<file path="src/rtl/id_stage_queued.sv">
// rtl/id_stage_queued.sv - queued RV32 decode stage with RAW scoreboard and register file
//
// Purpose:
//   Fetched instructions are buffered in a QDEPTH-entry circular queue. The
//   head entry is decoded and checked against a per-register pending
//   scoreboard. A hazard-free head issues into a registered ID/EX slot. The
//   stage holds the architectural register file, written by WB with a
//   same-cycle write-to-read bypass.
//
// Ports:
//   clk, rst                     clock, asynchronous active-high reset
//   if_valid/if_ready            IF handshake; if_inst, if_pc carry the payload
//   flush                        drop the queue and the output slot
//   wb_valid, wb_reg_wr          WB write strobe qualifiers
//   wb_dest_idx, wb_data         WB destination and data
//   id_valid/ex_ready            ID/EX handshake for the output slot
//   id_pc .. id_illegal          registered decoded instruction fields
//   id_raw_stall                 head is blocked by a pending source this cycle
//   q_count                      queue occupancy
module id_stage_queued #(
  parameter int QDEPTH = 4,
  parameter int XLEN   = 32
) (
  input  logic                    clk,
  input  logic                    rst,
  input  logic                    if_valid,
  output logic                    if_ready,
  input  logic [31:0]             if_inst,
  input  logic [XLEN-1:0]         if_pc,
  input  logic                    flush,
  input  logic                    wb_valid,
  input  logic                    wb_reg_wr,
  input  logic [4:0]              wb_dest_idx,
  input  logic [XLEN-1:0]         wb_data,
  output logic                    id_valid,
  input  logic                    ex_ready,
  output logic [XLEN-1:0]         id_pc,
  output logic [XLEN-1:0]         id_ra_value,
  output logic [XLEN-1:0]         id_rb_value,
  output logic [XLEN-1:0]         id_immediate,
  output logic [1:0]              id_opa_select,
  output logic [1:0]              id_opb_select,
  output logic [4:0]              id_alu_func,
  output logic [4:0]              id_dest_reg_idx,
  output logic [2:0]              id_funct3,
  output logic                    id_reg_wr,
  output logic                    id_rd_mem,
  output logic                    id_wr_mem,
  output logic                    id_cond_branch,
  output logic                    id_uncond_branch,
  output logic                    id_illegal,
  output logic                    id_raw_stall,
  output logic [$clog2(QDEPTH):0] q_count
);

  localparam int PW = $clog2(QDEPTH);
  localparam int CW = PW + 1;

  // Operand select encodings
  localparam logic [1:0] OPA_RS1  = 2'd0;
  localparam logic [1:0] OPA_PC   = 2'd2;
  localparam logic [1:0] OPA_ZERO = 2'd3;
  localparam logic [1:0] OPB_RS2  = 2'd0;
  localparam logic [1:0] OPB_IMM  = 2'd1;

  // ALU function encodings
  localparam logic [4:0] ALU_ADD    = 5'd0;
  localparam logic [4:0] ALU_SUB    = 5'd1;
  localparam logic [4:0] ALU_SLT    = 5'd2;
  localparam logic [4:0] ALU_SLTU   = 5'd3;
  localparam logic [4:0] ALU_AND    = 5'd4;
  localparam logic [4:0] ALU_OR     = 5'd5;
  localparam logic [4:0] ALU_XOR    = 5'd6;
  localparam logic [4:0] ALU_SLL    = 5'd7;
  localparam logic [4:0] ALU_SRL    = 5'd8;
  localparam logic [4:0] ALU_SRA    = 5'd9;
  localparam logic [4:0] ALU_MUL    = 5'd10;
  localparam logic [4:0] ALU_MULH   = 5'd11;
  localparam logic [4:0] ALU_MULHSU = 5'd12;
  localparam logic [4:0] ALU_MULHU  = 5'd13;

  localparam logic [6:0] OP_LUI    = 7'h37;
  localparam logic [6:0] OP_AUIPC  = 7'h17;
  localparam logic [6:0] OP_JAL    = 7'h6F;
  localparam logic [6:0] OP_JALR   = 7'h67;
  localparam logic [6:0] OP_BRANCH = 7'h63;
  localparam logic [6:0] OP_LOAD   = 7'h03;
  localparam logic [6:0] OP_STORE  = 7'h23;
  localparam logic [6:0] OP_IMM    = 7'h13;
  localparam logic [6:0] OP_REG    = 7'h33;

  // Queue storage and bookkeeping
  logic [31:0]     inst_q [QDEPTH];
  logic [XLEN-1:0] pc_q   [QDEPTH];
  logic [PW-1:0]   rd_ptr_q, wr_ptr_q;
  logic [CW-1:0]   count_q, count_d;

  // Scoreboard and register file
  logic [31:0]     pending_q, pending_d;
  logic [XLEN-1:0] rf_q [32];

  // Output slot
  logic            id_valid_q;
  logic [XLEN-1:0] id_pc_q, id_ra_value_q, id_rb_value_q, id_immediate_q;
  logic [1:0]      id_opa_select_q, id_opb_select_q;
  logic [4:0]      id_alu_func_q, id_dest_reg_idx_q;
  logic [2:0]      id_funct3_q;
  logic            id_reg_wr_q, id_rd_mem_q, id_wr_mem_q;
  logic            id_cond_branch_q, id_uncond_branch_q, id_illegal_q;

  // Head decode
  logic [31:0]     head_inst;
  logic [XLEN-1:0] head_pc;
  logic [6:0]      opcode;
  logic [2:0]      f3;
  logic [6:0]      f7;
  logic [4:0]      rs1_idx, rs2_idx, rd_idx;
  logic [1:0]      dec_opa, dec_opb;
  logic [4:0]      dec_alu;
  logic [31:0]     dec_imm;
  logic            dec_wr, dec_rdm, dec_wrm, dec_cb, dec_ub, dec_ill;
  logic            use_rs1, use_rs2;

  logic            q_empty, q_full, push, issue, wb_wr, haz1, haz2, raw_stall;
  logic [XLEN-1:0] ra_val, rb_val;

  assign head_inst = inst_q[rd_ptr_q];
  assign head_pc   = pc_q[rd_ptr_q];
  assign opcode    = head_inst[6:0];
  assign f3        = head_inst[14:12];
  assign f7        = head_inst[31:25];
  assign rs1_idx   = head_inst[19:15];
  assign rs2_idx   = head_inst[24:20];
  assign rd_idx    = head_inst[11:7];

  always_comb begin
    dec_opa = OPA_RS1;
    dec_opb = OPB_RS2;
    dec_alu = ALU_ADD;
    dec_imm = 32'd0;
    dec_wr  = 1'b0;
    dec_rdm = 1'b0;
    dec_wrm = 1'b0;
    dec_cb  = 1'b0;
    dec_ub  = 1'b0;
    dec_ill = 1'b0;
    use_rs1 = 1'b1;
    use_rs2 = 1'b0;
    case (opcode)
      OP_LUI: begin
        dec_opa = OPA_ZERO;
        dec_opb = OPB_IMM;
        dec_imm = {head_inst[31:12], 12'd0};
        dec_wr  = 1'b1;
        use_rs1 = 1'b0;
      end
      OP_AUIPC: begin
        dec_opa = OPA_PC;
        dec_opb = OPB_IMM;
        dec_imm = {head_inst[31:12], 12'd0};
        dec_wr  = 1'b1;
        use_rs1 = 1'b0;
      end
      OP_JAL: begin
        dec_opa = OPA_PC;
        dec_opb = OPB_IMM;
        dec_imm = {{12{head_inst[31]}}, head_inst[19:12], head_inst[20],
                   head_inst[30:21], 1'b0};
        dec_wr  = 1'b1;
        dec_ub  = 1'b1;
        use_rs1 = 1'b0;
      end
      OP_JALR: begin
        dec_opb = OPB_IMM;
        dec_imm = {{20{head_inst[31]}}, head_inst[31:20]};
        dec_wr  = 1'b1;
        dec_ub  = 1'b1;
        dec_ill = (f3 != 3'b000);
      end
      OP_BRANCH: begin
        dec_opa = OPA_PC;
        dec_opb = OPB_IMM;
        dec_imm = {{20{head_inst[31]}}, head_inst[7], head_inst[30:25],
                   head_inst[11:8], 1'b0};
        dec_cb  = 1'b1;
        use_rs2 = 1'b1;
        dec_ill = (f3 == 3'b010) || (f3 == 3'b011);
      end
      OP_LOAD: begin
        dec_opb = OPB_IMM;
        dec_imm = {{20{head_inst[31]}}, head_inst[31:20]};
        dec_rdm = 1'b1;
        dec_wr  = 1'b1;
        dec_ill = (f3 == 3'b011) || (f3 == 3'b110) || (f3 == 3'b111);
      end
      OP_STORE: begin
        dec_opb = OPB_IMM;
        dec_imm = {{20{head_inst[31]}}, head_inst[31:25], head_inst[11:7]};
        dec_wrm = 1'b1;
        use_rs2 = 1'b1;
        dec_ill = (f3 > 3'b010);
      end
      OP_IMM: begin
        dec_opb = OPB_IMM;
        dec_imm = {{20{head_inst[31]}}, head_inst[31:20]};
        dec_wr  = 1'b1;
        case (f3)
          3'b000: dec_alu = ALU_ADD;
          3'b010: dec_alu = ALU_SLT;
          3'b011: dec_alu = ALU_SLTU;
          3'b100: dec_alu = ALU_XOR;
          3'b110: dec_alu = ALU_OR;
          3'b111: dec_alu = ALU_AND;
          3'b001: begin
            dec_alu = ALU_SLL;
            dec_ill = (f7 != 7'h00);
          end
          default: begin
            if (f7 == 7'h00)      dec_alu = ALU_SRL;
            else if (f7 == 7'h20) dec_alu = ALU_SRA;
            else                  dec_ill = 1'b1;
          end
        endcase
      end
      OP_REG: begin
        dec_wr  = 1'b1;
        use_rs2 = 1'b1;
        if (f7 == 7'h00) begin
          case (f3)
            3'b000:  dec_alu = ALU_ADD;
            3'b001:  dec_alu = ALU_SLL;
            3'b010:  dec_alu = ALU_SLT;
            3'b011:  dec_alu = ALU_SLTU;
            3'b100:  dec_alu = ALU_XOR;
            3'b101:  dec_alu = ALU_SRL;
            3'b110:  dec_alu = ALU_OR;
            default: dec_alu = ALU_AND;
          endcase
        end else if (f7 == 7'h20) begin
          if (f3 == 3'b000)      dec_alu = ALU_SUB;
          else if (f3 == 3'b101) dec_alu = ALU_SRA;
          else                   dec_ill = 1'b1;
        end else if (f7 == 7'h01) begin
          case (f3)
            3'b000:  dec_alu = ALU_MUL;
            3'b001:  dec_alu = ALU_MULH;
            3'b010:  dec_alu = ALU_MULHSU;
            3'b011:  dec_alu = ALU_MULHU;
            default: dec_ill = 1'b1;
          endcase
        end else begin
          dec_ill = 1'b1;
        end
      end
      default: dec_ill = 1'b1;
    endcase
    // An illegal instruction must have no architectural side effects.
    if (dec_ill) begin
      dec_wr  = 1'b0;
      dec_rdm = 1'b0;
      dec_wrm = 1'b0;
      dec_cb  = 1'b0;
      dec_ub  = 1'b0;
    end
  end

  assign wb_wr   = wb_valid & wb_reg_wr;
  assign q_empty = (count_q == '0);
  assign q_full  = (count_q == CW'(QDEPTH));

  // A source being written back this cycle is not a hazard: the bypass below
  // supplies the new value.
  assign haz1 = use_rs1 && (rs1_idx != 5'd0) && pending_q[rs1_idx] &&
                !(wb_wr && (wb_dest_idx == rs1_idx));
  assign haz2 = use_rs2 && (rs2_idx != 5'd0) && pending_q[rs2_idx] &&
                !(wb_wr && (wb_dest_idx == rs2_idx));
  assign raw_stall = !q_empty && (haz1 || haz2);

  assign ra_val = (rs1_idx == 5'd0) ? '0 :
                  (wb_wr && (wb_dest_idx == rs1_idx)) ? wb_data : rf_q[rs1_idx];
  assign rb_val = (rs2_idx == 5'd0) ? '0 :
                  (wb_wr && (wb_dest_idx == rs2_idx)) ? wb_data : rf_q[rs2_idx];

  // Full queue refuses even when a pop happens: no pass-through path.
  assign if_ready = !q_full && !flush;
  assign push     = if_valid && if_ready;
  assign issue    = !q_empty && !raw_stall && !flush && (!id_valid_q || ex_ready);
  assign count_d  = count_q + CW'(push) - CW'(issue);

  // Clear-then-set so an issue claiming rd wins over a WB retiring rd.
  always_comb begin
    pending_d = pending_q;
    if (wb_wr) pending_d[wb_dest_idx] = 1'b0;
    if (issue && dec_wr && (rd_idx != 5'd0)) pending_d[rd_idx] = 1'b1;
    pending_d[0] = 1'b0;
  end

  always_ff @(posedge clk or posedge rst) begin
    if (rst) begin
      rd_ptr_q           <= '0;
      wr_ptr_q           <= '0;
      count_q            <= '0;
      pending_q          <= '0;
      id_valid_q         <= 1'b0;
      id_pc_q            <= '0;
      id_ra_value_q      <= '0;
      id_rb_value_q      <= '0;
      id_immediate_q     <= '0;
      id_opa_select_q    <= '0;
      id_opb_select_q    <= '0;
      id_alu_func_q      <= '0;
      id_dest_reg_idx_q  <= '0;
      id_funct3_q        <= '0;
      id_reg_wr_q        <= 1'b0;
      id_rd_mem_q        <= 1'b0;
      id_wr_mem_q        <= 1'b0;
      id_cond_branch_q   <= 1'b0;
      id_uncond_branch_q <= 1'b0;
      id_illegal_q       <= 1'b0;
      for (int i = 0; i < QDEPTH; i++) begin
        inst_q[i] <= '0;
        pc_q[i]   <= '0;
      end
      for (int i = 0; i < 32; i++) begin
        rf_q[i] <= '0;
      end
    end else begin
      // Older in-flight instructions still retire during a flush.
      pending_q <= pending_d;
      if (wb_wr && (wb_dest_idx != 5'd0)) rf_q[wb_dest_idx] <= wb_data;

      if (flush) begin
        count_q    <= '0;
        rd_ptr_q   <= wr_ptr_q;
        id_valid_q <= 1'b0;
      end else begin
        count_q <= count_d;
        if (push) begin
          inst_q[wr_ptr_q] <= if_inst;
          pc_q[wr_ptr_q]   <= if_pc;
          wr_ptr_q         <= wr_ptr_q + PW'(1);
        end
        if (issue) begin
          rd_ptr_q           <= rd_ptr_q + PW'(1);
          id_valid_q         <= 1'b1;
          id_pc_q            <= head_pc;
          id_ra_value_q      <= ra_val;
          id_rb_value_q      <= rb_val;
          id_immediate_q     <= XLEN'($signed(dec_imm));
          id_opa_select_q    <= dec_opa;
          id_opb_select_q    <= dec_opb;
          id_alu_func_q      <= dec_alu;
          id_dest_reg_idx_q  <= dec_wr ? rd_idx : 5'd0;
          id_funct3_q        <= f3;
          id_reg_wr_q        <= dec_wr;
          id_rd_mem_q        <= dec_rdm;
          id_wr_mem_q        <= dec_wrm;
          id_cond_branch_q   <= dec_cb;
          id_uncond_branch_q <= dec_ub;
          id_illegal_q       <= dec_ill;
        end else if (ex_ready) begin
          id_valid_q <= 1'b0;
        end
      end
    end
  end

  assign id_valid         = id_valid_q;
  assign id_pc            = id_pc_q;
  assign id_ra_value      = id_ra_value_q;
  assign id_rb_value      = id_rb_value_q;
  assign id_immediate     = id_immediate_q;
  assign id_opa_select    = id_opa_select_q;
  assign id_opb_select    = id_opb_select_q;
  assign id_alu_func      = id_alu_func_q;
  assign id_dest_reg_idx  = id_dest_reg_idx_q;
  assign id_funct3        = id_funct3_q;
  assign id_reg_wr        = id_reg_wr_q;
  assign id_rd_mem        = id_rd_mem_q;
  assign id_wr_mem        = id_wr_mem_q;
  assign id_cond_branch   = id_cond_branch_q;
  assign id_uncond_branch = id_uncond_branch_q;
  assign id_illegal       = id_illegal_q;
  assign id_raw_stall     = raw_stall;
  assign q_count          = count_q;

endmodule

</file>
<file path="config.mk">
export PLATFORM = sky130hd
export DESIGN_NAME = id_stage_queued
export DESIGN_NICKNAME = d
export VERILOG_FILES = /design/src/rtl/id_stage_queued.sv
export SDC_FILE = /design/constraint.sdc
export NUM_CORES = 2
export LEC_CHECK = 0
export BUFFER_PORTS_ARGS = -buffer_cell sky130_fd_sc_hd__buf_2
export CAP_MARGIN = 20
export CORE_UTILIZATION = 60
export CTS_CLUSTER_DIAMETER = 120
export DETAILED_ROUTE_END_ITERATION = 12
export PLACE_DENSITY = 0.88
export SKIP_LAST_GASP = 1
export SLEW_MARGIN = 20
export SYNTH_ARGS = -nofsm -noshare
export SYNTH_HDL_FRONTEND = slang
export SYNTH_SLANG_ARGS = --single-unit
</file>
<file path="constraint.sdc">
create_clock -name clk -period 117.4 [get_ports clk]
set_input_delay 23.48 -clock clk [delete_from_list [all_inputs] [get_ports clk]]
set_output_delay 23.48 -clock clk [all_outputs]
set_load 0.01 [all_outputs]
</file>
==> reports/qor.txt <==
IO Port Bufs = 262
Leakage = 37.2 nW
Post-route ant nets = 0
Final core utilization = 66.7%
Layout Nets = 5517
Crit path launch type = input pin
Seq/Total Area, Yosys = 49.0%
Outcome = complete, but fails checks
Starting Density = 60.6%
Clock insertion delay at the later pin of the skew report = 0.83 ns
Ratio of cells with drive above 1 in the final layout = 43.3%
Design area = 0.0826 mm2
Worst Max-Slew Pin Slew = 1.29 ns
Yosys reg bits = 1468
Top-count cell post-synth = dfrtp_1
All-Layer GR Usage = 36.1%
Layout filler cell count = 8052
YS warnings = 0
Final hold violation count = 0
Cells after Synth = 5431
Largest net degree at the start of global routing = 194
CTS Buf Count = 152
Vias per cell = 7.30
Post-CTS sizing = 0
Top Ports = 265
Crit Path Max Fanout = 20
RSZ-0062 raised after global routing = false
Clock sink count = 1468
H-tree depth = 4
Initial antenna violation count = 45
Vias in the first global route = 54567
# DRC = 54
Final HPWL DP = 122000 um
List of most frequent post-synthesis cells = dfrtp_1, mux2_2, mux2i_1, clkbuf_1, mux4_2
Tcrit/Tclk final = 41.6%
FFs w/ async S/R, synth = 100%
Largest cells by area after synthesis = dfrtp_1, mux2_2, mux4_2, mux2i_1, clkbuf_1
Peak Freq = 20.5 MHz
Die Wd = 356 um
Post-Place Worst Slack = 68.61 ns
Failing checks = design-rule violations
Hold WC Path Type = register to register
Max cap viols = 0
Die ar. = 0.126 mm2
Post-cts hold buffer count = 0
Worst-path clk slew = 0.06 ns
Root buf cell = clkbuf_16
GRT overflow = 0
DRT Pass-1 Iters = 12
TritonCTS clock tree = built
Critical path arrival = 25.41 ns
Slew margin rel. = 14.0%
Synthesized cell area = 0.0750 mm2
Chip Height = 356 um
WL/cell = 31.7 um
Placed cell areas = 0.0774 mm2
CP Class = input pin to primary output
Placer Congestion = 0.902
First-pass GRT wire length = 343000 um
Dominant cell type by area after synthesis = dfrtp_1
CP Data Required Time = 93.92 ns
Std cell rows = 129
Detailed Route WL = 228000 um
Main synth FF type = dfrtp_1
Unique masters post-synth = 72
Number of DRC markers in iteration 0 = 7274
Min cycle time layout = 48.89 ns
PwrDens = 31.3 mW/mm2
Setup TNS Final = 0 ns
Worst VDD drop = 0.0000670 V
Average cell area after synthesis = 13.8 um2
Post-route setup slack = 68.51 ns
Core ar. = 0.124 mm2
Number of synthesized flops with an enable pin = 0
Critical Path End Type = primary output
Postcts setup bufs = 0
Top-area cell type share of the netlist area = 49.0%
Clock buffer depth = 3
DR vias = 52517
Setup Viol. Count Final = 0
Skew final = 0.0527 ns
Slew Limit Fails = 0
Hold Slack = 0.400 ns
Area grow syn2layout = 10.1%
==> state kept, by name, indices dropped and copies added (netlist names) <==
name and cells:
rf_q 1024, inst_q 128, pc_q 128, id_immediate 32
id_pc 32, id_ra_value 32, id_rb_value 32, pending_q 31
id_dest_reg_idx 5, id_alu_func 4, id_funct3 3, q_count 3
id_opa_select 2, rd_ptr_q 2, wr_ptr_q 2, id_cond_branch 1
id_illegal 1, id_opb_select 1, id_rd_mem 1, id_reg_wr 1
id_uncond_branch 1, id_valid 1, id_wr_mem 1
==> through the flow <==
stage	std cells	total power, mW
floorplan	5432	1.63
global placement	6883	2.00
detailed placement	6884	2.04
CTS	7156	2.54
global route	7185	2.67
finish	7194	2.59
==> final timing paths <==
path	startpoint	end	slack (ns)	cells after the start
setup / recovery	wb_dest_idx[4]	id_raw_stall	68.51	9
setup reg to reg	rd_ptr_q[1]	id_ra_value[22]	109.91	11
hold / removal	rf_q[1010]	rf_q[1010]	0.40	0
hold reg to reg	rf_q[1010]	rf_q[1010]	0.40	0
min in group asynchronous	rst	rf_q[921]	22.83	2
max in group asynchronous	rst	rf_q[199]	91.26	5
==> power breakdown <==
group / total [mW] / switching [mW] / internal [mW] / leakage, nW
Combinational: 1.39 / 0.830 / 0.562 / 15.6
Clock: 0.492 / 0.213 / 0.279 / 2.48
Sequential: 0.701 / 0.0830 / 0.618 / 19.2
Total: 2.59 / 1.13 / 1.46 / 37.2
==> layout by cell type (no fill, tap or decap), types with 30 or more instances in the layout <==
cell type	synthesis	routed
buf_4	3	73
a221oi_1	127	127
mux2_4	63	65
nor2_1	83	64
nand3_1	37	37
o21ai_0	131	129
mux4_2	359	352
dfrtp_1	1468	1466
a211o_1	31	31
a22oi_1	68	68
clkbuf_1	379	41
clkbuf_8	0	30
mux2_2	1323	1321
diode_2	0	36
a21oi_1	126	126
buf_2	50	262
mux2i_1	489	489
inv_1	36	35
o22ai_1	60	60
nand2_1	198	178
o221ai_1	86	86
clkbuf_16	0	152
==> metal layers <==
metal,wire (um),vias to the layer above,track usage (%),share of wire (%)
li1,-,20680,-,-
met1,80400,27057,45.5,35
met2,103000,3722,53.4,45
met3,27400,1038,11.6,12
met4,16900,20,24.6,7.4
met5,136,-,0,0.060
==> logic make-up after synthesis <==
family                   count (synthesis)  synth area share (%)
AO/OA/AOI/OAI                          734                  6.92
XOR/XNOR                                14                 0.163
adder cells (fa/ha/maj)                  6                 0.110
buffers and inverters                  570                  3.04
flip-flops                            1468                  49.0
multiplexers                          2234                  38.4
other                                    1               0.00500
AND/OR/NAND/NOR                        404                  2.40
==> layout make-up <==
cell class	instances	area, um2	share of cell area (%)
diodes	36	90.1	0.109
inverters	36	143	0.173
repair buffers	351	2190	2.66
well taps	1637	2050	2.48
clock buffers	223	4370	5.29
clock inverters	49	684	0.829
flip-flops and latches	1468	36700	44.5
multi-input cells	3394	36300	44.0
==> worst max-delay path, stage by stage <==
cell and delay, ns:
buf_2 0.17, xnor2_1 0.21, nand4_1 0.17, or3_1 0.40
buf_4 0.27, and4_1 0.24, a22oi_1 0.15, nor2_1 0.11
buf_2 0.20
No activity file was read; power rests on OpenSTA's default activity.
